--- src/rtl/uart_cmd_pkg.sv ---
// Shared types and field positions for the UART command parser.
// Holds the FSM state enum, opcode layout, default sync byte and error flag indices.
package uart_cmd_pkg;

  typedef enum logic [2:0] {
    ST_HUNT  = 3'd0,
    ST_OPC   = 3'd1,
    ST_DATA  = 3'd2,
    ST_CSUM  = 3'd3,
    ST_ISSUE = 3'd4
  } state_t;

  localparam logic [7:0] DEFAULT_SYNC_BYTE = 8'hA5;

  localparam int OPC_WE_BIT  = 7;
  localparam int OPC_RSV_HI  = 6;
  localparam int OPC_RSV_LO  = 5;
  localparam int OPC_ADDR_HI = 4;
  localparam int OPC_ADDR_LO = 0;

  localparam int ERR_OPCODE  = 0;
  localparam int ERR_CSUM    = 1;
  localparam int ERR_TIMEOUT = 2;

  function automatic logic opc_ok(input logic [7:0] opc);
    return opc[OPC_RSV_HI:OPC_RSV_LO] == 2'b00;
  endfunction

endpackage

--- src/rtl/uart_cmd_timer.sv ---
// Inter-byte timeout counter: restarts on clr, counts while en, and flags
// expire in the cycle whose edge would bring the count to CYCLES-1.
module uart_cmd_timer #(
  parameter int CYCLES = 100000
) (
  input  logic clk,
  input  logic rst_n,
  input  logic clr,
  input  logic en,
  output logic expire
);

  localparam int CW = (CYCLES > 2) ? $clog2(CYCLES) : 1;

  logic [CW-1:0] cnt;

  // An accepted byte in the same cycle always wins over expiry.
  assign expire = en && !clr && (cnt == CW'(CYCLES - 2));

  always_ff @(posedge clk or negedge rst_n) begin
    if (!rst_n)                   cnt <= '0;
    else if (clr || expire || !en) cnt <= '0;
    else                          cnt <= cnt + CW'(1);
  end

endmodule

--- src/rtl/uart_cmd_parser.sv ---
// Byte-stream command parser: SYNC, OPC, optional 4 data bytes, XOR checksum,
// then presents one SRAM command with valid/ready handshake.
module uart_cmd_parser
  import uart_cmd_pkg::*;
#(
  parameter logic [7:0] SYNC_BYTE      = DEFAULT_SYNC_BYTE,
  parameter int         TIMEOUT_CYCLES = 100000
) (
  input  logic        clk,
  input  logic        rst_n,
  input  logic [7:0]  rx_data,
  input  logic        rx_valid,
  output logic        rx_ready,
  output logic        cmd_valid,
  input  logic        cmd_ready,
  output logic        cmd_we,
  output logic [4:0]  cmd_addr,
  output logic [31:0] cmd_wdata,
  output logic [2:0]  err_pulse
);

  state_t      state, state_d;
  logic        rdy_q;
  logic        accept;
  logic        expire;
  logic        tmr_en;
  logic [1:0]  byte_cnt;
  logic [7:0]  csum;
  logic [2:0]  err_d;

  // rdy_q holds rx_ready low through reset and for the first edge after it.
  always_ff @(posedge clk or negedge rst_n) begin
    if (!rst_n) rdy_q <= 1'b0;
    else        rdy_q <= 1'b1;
  end

  assign rx_ready  = rdy_q && (state != ST_ISSUE);
  assign cmd_valid = (state == ST_ISSUE);
  assign accept    = rx_valid && rx_ready;
  assign tmr_en    = (state == ST_OPC) || (state == ST_DATA) || (state == ST_CSUM);

  uart_cmd_timer #(.CYCLES(TIMEOUT_CYCLES)) u_timer (
    .clk    (clk),
    .rst_n  (rst_n),
    .clr    (accept),
    .en     (tmr_en),
    .expire (expire)
  );

  always_ff @(posedge clk or negedge rst_n) begin
    if (!rst_n) begin
      state     <= ST_HUNT;
      err_pulse <= '0;
    end else begin
      state     <= state_d;
      err_pulse <= err_d;
    end
  end

  always_comb begin
    state_d = state;
    err_d   = '0;
    unique case (state)
      ST_HUNT: begin
        if (accept && rx_data == SYNC_BYTE) state_d = ST_OPC;
      end
      ST_OPC: begin
        if (expire) begin
          err_d[ERR_TIMEOUT] = 1'b1;
          state_d            = ST_HUNT;
        end else if (accept) begin
          if (!opc_ok(rx_data)) begin
            err_d[ERR_OPCODE] = 1'b1;
            state_d           = ST_HUNT;
          end else if (rx_data[OPC_WE_BIT]) begin
            state_d = ST_DATA;
          end else begin
            state_d = ST_CSUM;
          end
        end
      end
      ST_DATA: begin
        if (expire) begin
          err_d[ERR_TIMEOUT] = 1'b1;
          state_d            = ST_HUNT;
        end else if (accept && byte_cnt == 2'd3) begin
          state_d = ST_CSUM;
        end
      end
      ST_CSUM: begin
        if (expire) begin
          err_d[ERR_TIMEOUT] = 1'b1;
          state_d            = ST_HUNT;
        end else if (accept) begin
          if (rx_data == csum) begin
            state_d = ST_ISSUE;
          end else begin
            err_d[ERR_CSUM] = 1'b1;
            state_d         = ST_HUNT;
          end
        end
      end
      ST_ISSUE: begin
        if (cmd_ready) state_d = ST_HUNT;
      end
      default: state_d = ST_HUNT;
    endcase
  end

  // Command fields are rebuilt from scratch on every sync byte, so a frame
  // abandoned by error or timeout leaves nothing behind for the next one.
  always_ff @(posedge clk or negedge rst_n) begin
    if (!rst_n) begin
      cmd_we    <= 1'b0;
      cmd_addr  <= '0;
      cmd_wdata <= '0;
      csum      <= '0;
      byte_cnt  <= '0;
    end else if (accept) begin
      unique case (state)
        ST_HUNT: begin
          if (rx_data == SYNC_BYTE) begin
            cmd_we    <= 1'b0;
            cmd_addr  <= '0;
            cmd_wdata <= '0;
            csum      <= '0;
            byte_cnt  <= '0;
          end
        end
        ST_OPC: begin
          cmd_we   <= rx_data[OPC_WE_BIT];
          cmd_addr <= rx_data[OPC_ADDR_HI:OPC_ADDR_LO];
          csum     <= rx_data;
        end
        ST_DATA: begin
          cmd_wdata <= {cmd_wdata[23:0], rx_data};
          csum      <= csum ^ rx_data;
          byte_cnt  <= byte_cnt + 2'd1;
        end
        default: ;
      endcase
    end
  end

endmodule

--- config.mk ---
export PLATFORM = sky130hd
export DESIGN_NAME = uart_cmd_parser
export DESIGN_NICKNAME = d
export VERILOG_FILES = /design/src/rtl/uart_cmd_pkg.sv /design/src/rtl/uart_cmd_timer.sv /design/src/rtl/uart_cmd_parser.sv
export SDC_FILE = /design/constraint.sdc
export NUM_CORES = 1
export LEC_CHECK = 0
export BUFFER_PORTS_ARGS = -buffer_cell sky130_fd_sc_hd__buf_2
export CORE_MARGIN = 10
export CORE_UTILIZATION = 39
export DETAILED_ROUTE_END_ITERATION = 7
export GPL_TIMING_DRIVEN = 0
export MAX_ROUTING_LAYER = met4
export PLACE_DENSITY = 0.63
export SLEW_MARGIN = 20
export SYNTH_ARGS = -nofsm -noshare
export SYNTH_HDL_FRONTEND = slang
export SYNTH_SLANG_ARGS = --single-unit
export TNS_END_PERCENT = 100
--- constraint.sdc ---
create_clock -name clk -period 2 [get_ports clk]
set_clock_uncertainty 0.15 [all_clocks]
set_input_delay 0.4 -clock clk [delete_from_list [all_inputs] [get_ports clk]]
set_output_delay 0.4 -clock clk [all_outputs]
set_load 0.005 [all_outputs]
==> results of run 1 <==
[state kept, by name, summed over array words and instances (netlist names)]
signal / flops
err_pulse: 3
cmd_we: 1
cmd_wdata: 32
rdy_q: 1
cmd_addr: 5
byte_cnt: 2
state: 3
u_timer.cnt: 17
csum: 8
[logic make-up after synthesis]
group	after synthesis	synth area share (%)
xor gates and xnor gates	23	6.27
other	1	0.117
and+or+nand+nor	105	16.8
adders and majority gates	3	1.17
buffers and inverters	19	2.69
muxes	1	0.350
DFF	72	56.1
AOI/OAI and AO/OA	69	16.6
[critical path: cells and delay by family (launching register included)]
family / cells / cell delay (ns)
AND/OR/NAND/NOR: 3 / 0.94
flip-flops: 1 / 0.43
AO/OA/AOI/OAI: 1 / 0.22
buffers and inverters: 1 / 0.17
[stage by stage]
stage	TNS [ns]	std cells	hold WS (ns)	setup WS, ns	instance area (µm²)
CTS	-0.0469	473	0.0948	-0.0145	3890
detailed placement	-8.08	453	0.241	-0.279	3640
finish	-0.0897	475	0.106	-0.0152	3990
global placement	-11.84	452	0.330	-0.257	3610
global route	-0.995	475	0.118	-0.0701	3990
floorplan	0	293	-0.0456	0.0519	3210
[where the power goes]
group | leakage (µW) | internal [µW] | switching, µW
combinational | 0.000842 | 674 | 763
clock | 0.0000888 | 473 | 617
sequential | 0.000969 | 1770 | 262
[worst min-delay path by stage]
stage | startpoint | endpoint | slack, ns | cells after the start
after floorplan | rst_n | byte_cnt[0] | -0.05 | 0
after global placement | cmd_addr[1] | cmd_addr[1] | 0.33 | 1
after detailed placement | rst_n | cmd_wdata[30] | 0.24 | 1
after CTS | cmd_ready | state[2] | 0.09 | 2
after global routing | cmd_ready | state[2] | 0.12 | 2
final | cmd_ready | state[2] | 0.11 | 2
[layout by cell type (no fill, tap or decap), types with 3 or more instances in the layout]
master / instances
inv_6: 3
o21ai_1: 3
nor3_1: 10
clkbuf_8: 9
a22o_1: 39
xor2_1: 12
nor2_1: 17
a21oi_1: 5
and2_1: 4
nand4_1: 5
xnor2_1: 11
nor2_4: 4
nor2_2: 12
o31ai_1: 8
inv_1: 4
nand2_1: 14
buf_4: 7
nand3_1: 15
nor4_1: 8
ha_1: 3
o21ai_0: 9
buf_6: 6
buf_2: 55
dfrtp_1: 71
[repair_timing]
action	4_1_cts	5_1_grt
resized for setup	12	32
hold buffers	1	0
pin swaps	1	5
buffers inserted	3	3
endpoints found under the setup margin	56	54
gates cloned	1	0
hold endpoints to repair	34	0
[routing by layer]
layer | up-vias | wire, µm
met5 | - | 0
met4 | 0 | 140
met3 | 11 | 438
met2 | 71 | 3520
met1 | 1244 | 3650
li1 | 1223 | -
[cell type report]
type	count	area [µm²]
clock inverters	7	61.3
inverters	4	15.0
plain buffers	13	87.6
repair buffers	63	367
well taps	105	131
multi-input cells	202	1400
flip-flops and latches	72	1800
clock buffers	9	124
fillers	752	4150
==> flow_metrics.py, run 1 <==
metrics = {
    "status": {
        "status": "finished, violations left",
        "violations": "setup timing",
    },
    "clock_tree": {
        "ctsLongestPathBuffers": 2,
        "clock_latency_ns": 0.35,
        "cts_inserted_buffers": 9,
        "htreeDepth": 3,
        "clock_sinks": 72,
        "cts-root-buf": "clkbuf_8",
        "clkTransAtPathRegs_ns": 0.08,
        "cts_tree": "built",
    },
    "final_layout": {
        "area_delta_synth_final_pct": 24.1,
        "antenna_cells": 0,
        "drive_above_1_share_pct": 31.4,
        "fin_nets": 380,
        "final_util_pct": 49.0,
    },
    "sta": {
        "maxSlewHeadroom_pct": 66.5,
        "finalCritPeriodShare_pct": 101,
        "rsz0062_at_grt": "true",
        "hold_viol": 0,
        "timing.final.ws_setup_ns": -0.0152,
        "tightest_slew_ns": 0.502,
        "clock.fmax_mhz": 496,
        "finalSetupViolations": 11,
        "min_period_ns": 2.02,
        "slew_viol_final": 0,
    },
    "min_path": {
        "hp-class": "input pin to flop",
    },
    "detailed_routing": {
        "drc": 0,
        "drtIter0Drc": 218,
        "finalWirelength_um": 7750,
        "dr.pass1.iters": 4,
        "post_drt_wl_per_cell_um": 16.3,
        "final_antenna_net_count": 0,
        "vias_per_cell": 5.37,
        "vias": 2549,
    },
    "floorplanning": {
        "initial_core_util_pct": 39.5,
        "fp-row-count": 33,
        "die-width_um": 111,
        "dieArea_um2": 12300,
        "core_area_um2": 8130,
        "ios": 55,
        "die_h_um": 111,
    },
    "flow_run": {
        "drv_cap": 0,
    },
    "global_routing": {
        "antenna_found_initial": 0,
        "grt_util_met1_pct": 16.3,
        "grt_pass1_vias": 2515,
        "use_met3_pct": 3.03,
        "grt.busiest_layer": "met2",
        "grtUsageMet2_pct": 18.8,
        "grt_pass1_wl_um": 12900,
        "gr-total-overflow": 0,
        "gr-usage-all-layers_pct": 12.8,
        "grt_max_degree": 39,
    },
    "synth": {
        "synthTopCellsByCount": "dfrtp_1 (72), a22o_1 (39), nor2_1 (32), nand2_1 (15), nand3_1 (15)",
        "synth_edf_count": 0,
        "syn_nets": 308,
        "synth_largest_area_cell": "dfrtp_1",
        "ys_types": 39,
        "yosysTopAreaCellShare_pct": 56.1,
        "ys_ff_latch": 72,
        "synth_most_common_cell": "dfrtp_1",
        "yosys_most_used_dff": "dfrtp_1",
        "synthArstFlopShare_pct": 100,
        "netlist_area_um2": 3210,
        "ys_seq_area_share_pct": 56.1,
        "avgSynthCellArea_um2": 11.0,
        "synth_area_leaders": "dfrtp_1 (56%), a22o_1 (11%), nor2_1 (3.7%)",
        "synthCells": 293,
        "yosysWarnings": 0,
    },
    "critical_path": {
        "rr_endpoint": "u_timer.cnt[15]",
        "rrSetupSlack_ns": -0.02,
        "crit_start": "u_timer.cnt[11]",
        "worstSetupEndpointType": "flop",
        "slowest_stage": "or4_1",
        "cp_max_fo": 5,
        "cp-start-kind": "flop",
        "critPathMaxStageDelay_ns": 0.53,
        "critical_path.cell_chain": "or4_1, or3_4, o21ai_4, buf_6, nor2_1",
        "r2r_cells": 5,
        "cp-endpoint": "u_timer.cnt[15]",
        "worst_ep_arrival_time_ns": 2.11,
        "worstSetupPathType": "flop to flop",
        "cp.required_ns": 2.09,
        "rr_startpoint": "u_timer.cnt[11]",
    },
    "power": {
        "ir_drop_uv": 353,
        "power_density_nw_per_um2": 1140,
        "leakage_uw": 0.00190,
        "fin_total_pwr_uw": 4560,
    },
    "place": {
        "io_buffers": 54,
        "gp_congestion": 0.827,
        "hpwl_um": 5280,
    },
}
Note: power is estimated with default switching activity, not from simulation.
==> inputs of run 2 (changes only) <==
--- a/config.mk
+++ b/config.mk
@@ -5,13 +5,13 @@
 export SDC_FILE = /design/constraint.sdc
 export NUM_CORES = 1
 export LEC_CHECK = 0
-export BUFFER_PORTS_ARGS = -buffer_cell sky130_fd_sc_hd__buf_2
 export CORE_MARGIN = 10
 export CORE_UTILIZATION = 39
 export DETAILED_ROUTE_END_ITERATION = 7
+export DONT_BUFFER_PORTS = 1
 export GPL_TIMING_DRIVEN = 0
 export MAX_ROUTING_LAYER = met4
-export PLACE_DENSITY = 0.63
+export PLACE_DENSITY = 0.57
 export SLEW_MARGIN = 20
 export SYNTH_ARGS = -nofsm -noshare
 export SYNTH_HDL_FRONTEND = slang
==> flow_metrics.py, run 2 (synthesized netlist as in run 1, its figures left out) <==
metrics = {
    "power": {
        "combPwrFrac_pct": 25.5,
        "switchingPower_uw": 1530,
        "ir_drop_uv": 569,
        "switching_share_pct": 35.7,
        "fin_total_pwr_uw": 4290,
        "p_int_uw": 2760,
        "power_density_nw_per_um2": 1180,
        "leakage_uw": 0.00160,
        "clockPowerShare_pct": 25.5,
        "power_frac_seq_pct": 49.0,
    },
    "sta": {
        "min_period_ns": 1.99,
        "tightest_slew_ns": 0.509,
        "finalCritPeriodShare_pct": 99.3,
        "maxSlewHeadroom_pct": 66.0,
        "clock.fmax_mhz": 503,
        "finalSetupViolations": 0,
        "holdWs_ns": -0.413,
        "slew_viol_final": 0,
        "rsz0062_at_grt": "true",
        "hold_viol": 72,
    },
    "final_layout": {
        "drive_above_1_share_pct": 16.0,
        "reg.largest.list": "cmd_wdata (32), u_timer.cnt (17), csum (8)",
        "fin_nets": 323,
        "regMostFlops": "cmd_wdata",
        "antenna_cells": 0,
        "register_area_um2": 1800,
        "multi_input_area_um2": 1370,
        "area_delta_synth_final_pct": 13.3,
        "design_area_um2": 3640,
        "largest_reg_flops": 32,
        "layout_common_cells": "dfrtp_1 (71), a22o_1 (39), nor2_1 (26)",
        "final_common_cell": "dfrtp_1",
        "final_util_pct": 44.7,
        "fillers": 773,
    },
    "global_routing": {
        "gr-usage-all-layers_pct": 12.6,
        "grt_max_degree": 73,
        "grt_pass1_vias": 2272,
        "antenna_found_initial": 0,
        "gr-total-overflow": 0,
        "grt_pass1_wl_um": 12600,
    },
    "critical_path": {
        "worstSetupEndpointType": "flop",
        "worstSetupPathType": "flop to flop",
        "cp-start-kind": "flop",
        "cp_max_fo": 5,
        "cp.required_ns": 2.09,
        "worst_ep_arrival_time_ns": 2.07,
    },
    "floorplanning": {
        "core_area_um2": 8130,
        "ios": 55,
        "fp-row-count": 33,
        "initial_core_util_pct": 39.5,
        "die_h_um": 111,
        "die-width_um": 111,
        "dieArea_um2": 12300,
    },
    "detailed_routing": {
        "vias": 2325,
        "drc": 0,
        "vias_per_cell": 5.56,
        "dr.pass1.iters": 4,
        "drtIter0Drc": 168,
        "finalWirelength_um": 7670,
        "final_antenna_net_count": 0,
        "post_drt_wl_per_cell_um": 18.3,
    },
    "clock_tree": {
        "cts-root-buf": "clkbuf_8",
        "ctsHoldBuffers": 1,
        "clock_latency_ns": 0.35,
        "clock_sinks": 72,
        "cts_tree": "built",
        "htreeDepth": 3,
        "ctsLongestPathBuffers": 2,
        "clkTransAtPathRegs_ns": 0.09,
        "cts_inserted_buffers": 9,
    },
    "place": {
        "io_buffers": 0,
        "placed_area_um2": 3340,
        "gp_congestion": 0.844,
        "hpwl_um": 5190,
    },
    "status": {
        "status": "finished, violations left",
        "violations": "hold timing",
    },
    "flow_run": {
        "drv_cap": 0,
    },
    "min_path": {
        "hp-class": "input pin to async pin",
    },
}
run 2: power by group through the flow:
| stage | clock network (µW) | logic (µW) | registers (µW) |
|---|---|---|---|
| 2_1_floorplan | 0 | 791 | 2020 |
| 3_3_place_gp | 0 | 946 | 2130 |
| 3_5_place_dp | 0 | 971 | 2140 |
| 4_1_cts | 1120 | 1050 | 2110 |
| 5_1_grt | 1190 | 1240 | 2150 |
| 6_report | 1100 | 1090 | 2100 |
run 2: metal layers:
metal	GRT usage, %	share of wire [%]	up-vias	wire length [µm]
met1	16.2	47	1151	3630
met2	17.8	44	62	3340
met4	4.08	1.0	0	77
met5	-	0	-	0
met3	4.98	8.1	8	622
li1	-	-	1104	-
run 2: worst paths after layout:
kind	endpoint	slack, ns	start	cells after the start
min in group clk	csum[2]	0.02	rx_data[2]	2
worst max-delay path	u_timer.cnt[4]	0.01	u_timer.cnt[5]	5
worst min register to register	byte_cnt[1]	0.38	byte_cnt[1]	1
worst max register to register	u_timer.cnt[4]	0.01	u_timer.cnt[5]	5
worst min-delay path	cmd_wdata[26]	-0.41	rst_n	0
max in group asynchronous	u_timer.cnt[12]	1.99	rst_n	0
run 2: timing repair:
action | 4_1_cts | 5_1_grt
endpoints found under the setup margin | 55 | 61
pin swaps | 2 | 4
gates resized for setup | 10 | 22
endpoints found under the hold margin | 73 | 72
gates cloned | 1 | 0
setup buffers | 4 | 1
run 2: cell type report:
cell class	instances	area share (%)
Sequential cell	72	49.5
Timing Repair Buffer	7	1.62
Multi-Input combinational cell	202	37.6
Inverter	4	0.413
Tap cell	105	3.61
Clock buffer	9	3.40
Clock inverter	7	1.65
Buffer	12	2.17
run 2: metrics by stage:
stage,TNS [ns],setup WS (ns),hold WS [ns],cells
finish,0,0.0134,-0.413,418
global route,-0.752,-0.0592,-0.436,418
CTS,-0.0160,-0.00550,-0.427,419
global placement,-3.33,-0.127,-0.0408,398
floorplan,0,0.0519,-0.0456,293
detailed placement,-4.41,-0.121,-0.0415,398
run 2: worst max-delay path, stage by stage, from the launching register on:
cell     delay (ns)
dfrtp_2        0.42
or4_1          0.49
or3_4          0.37
o21ai_4        0.22
buf_4          0.17
nor2_1         0.04
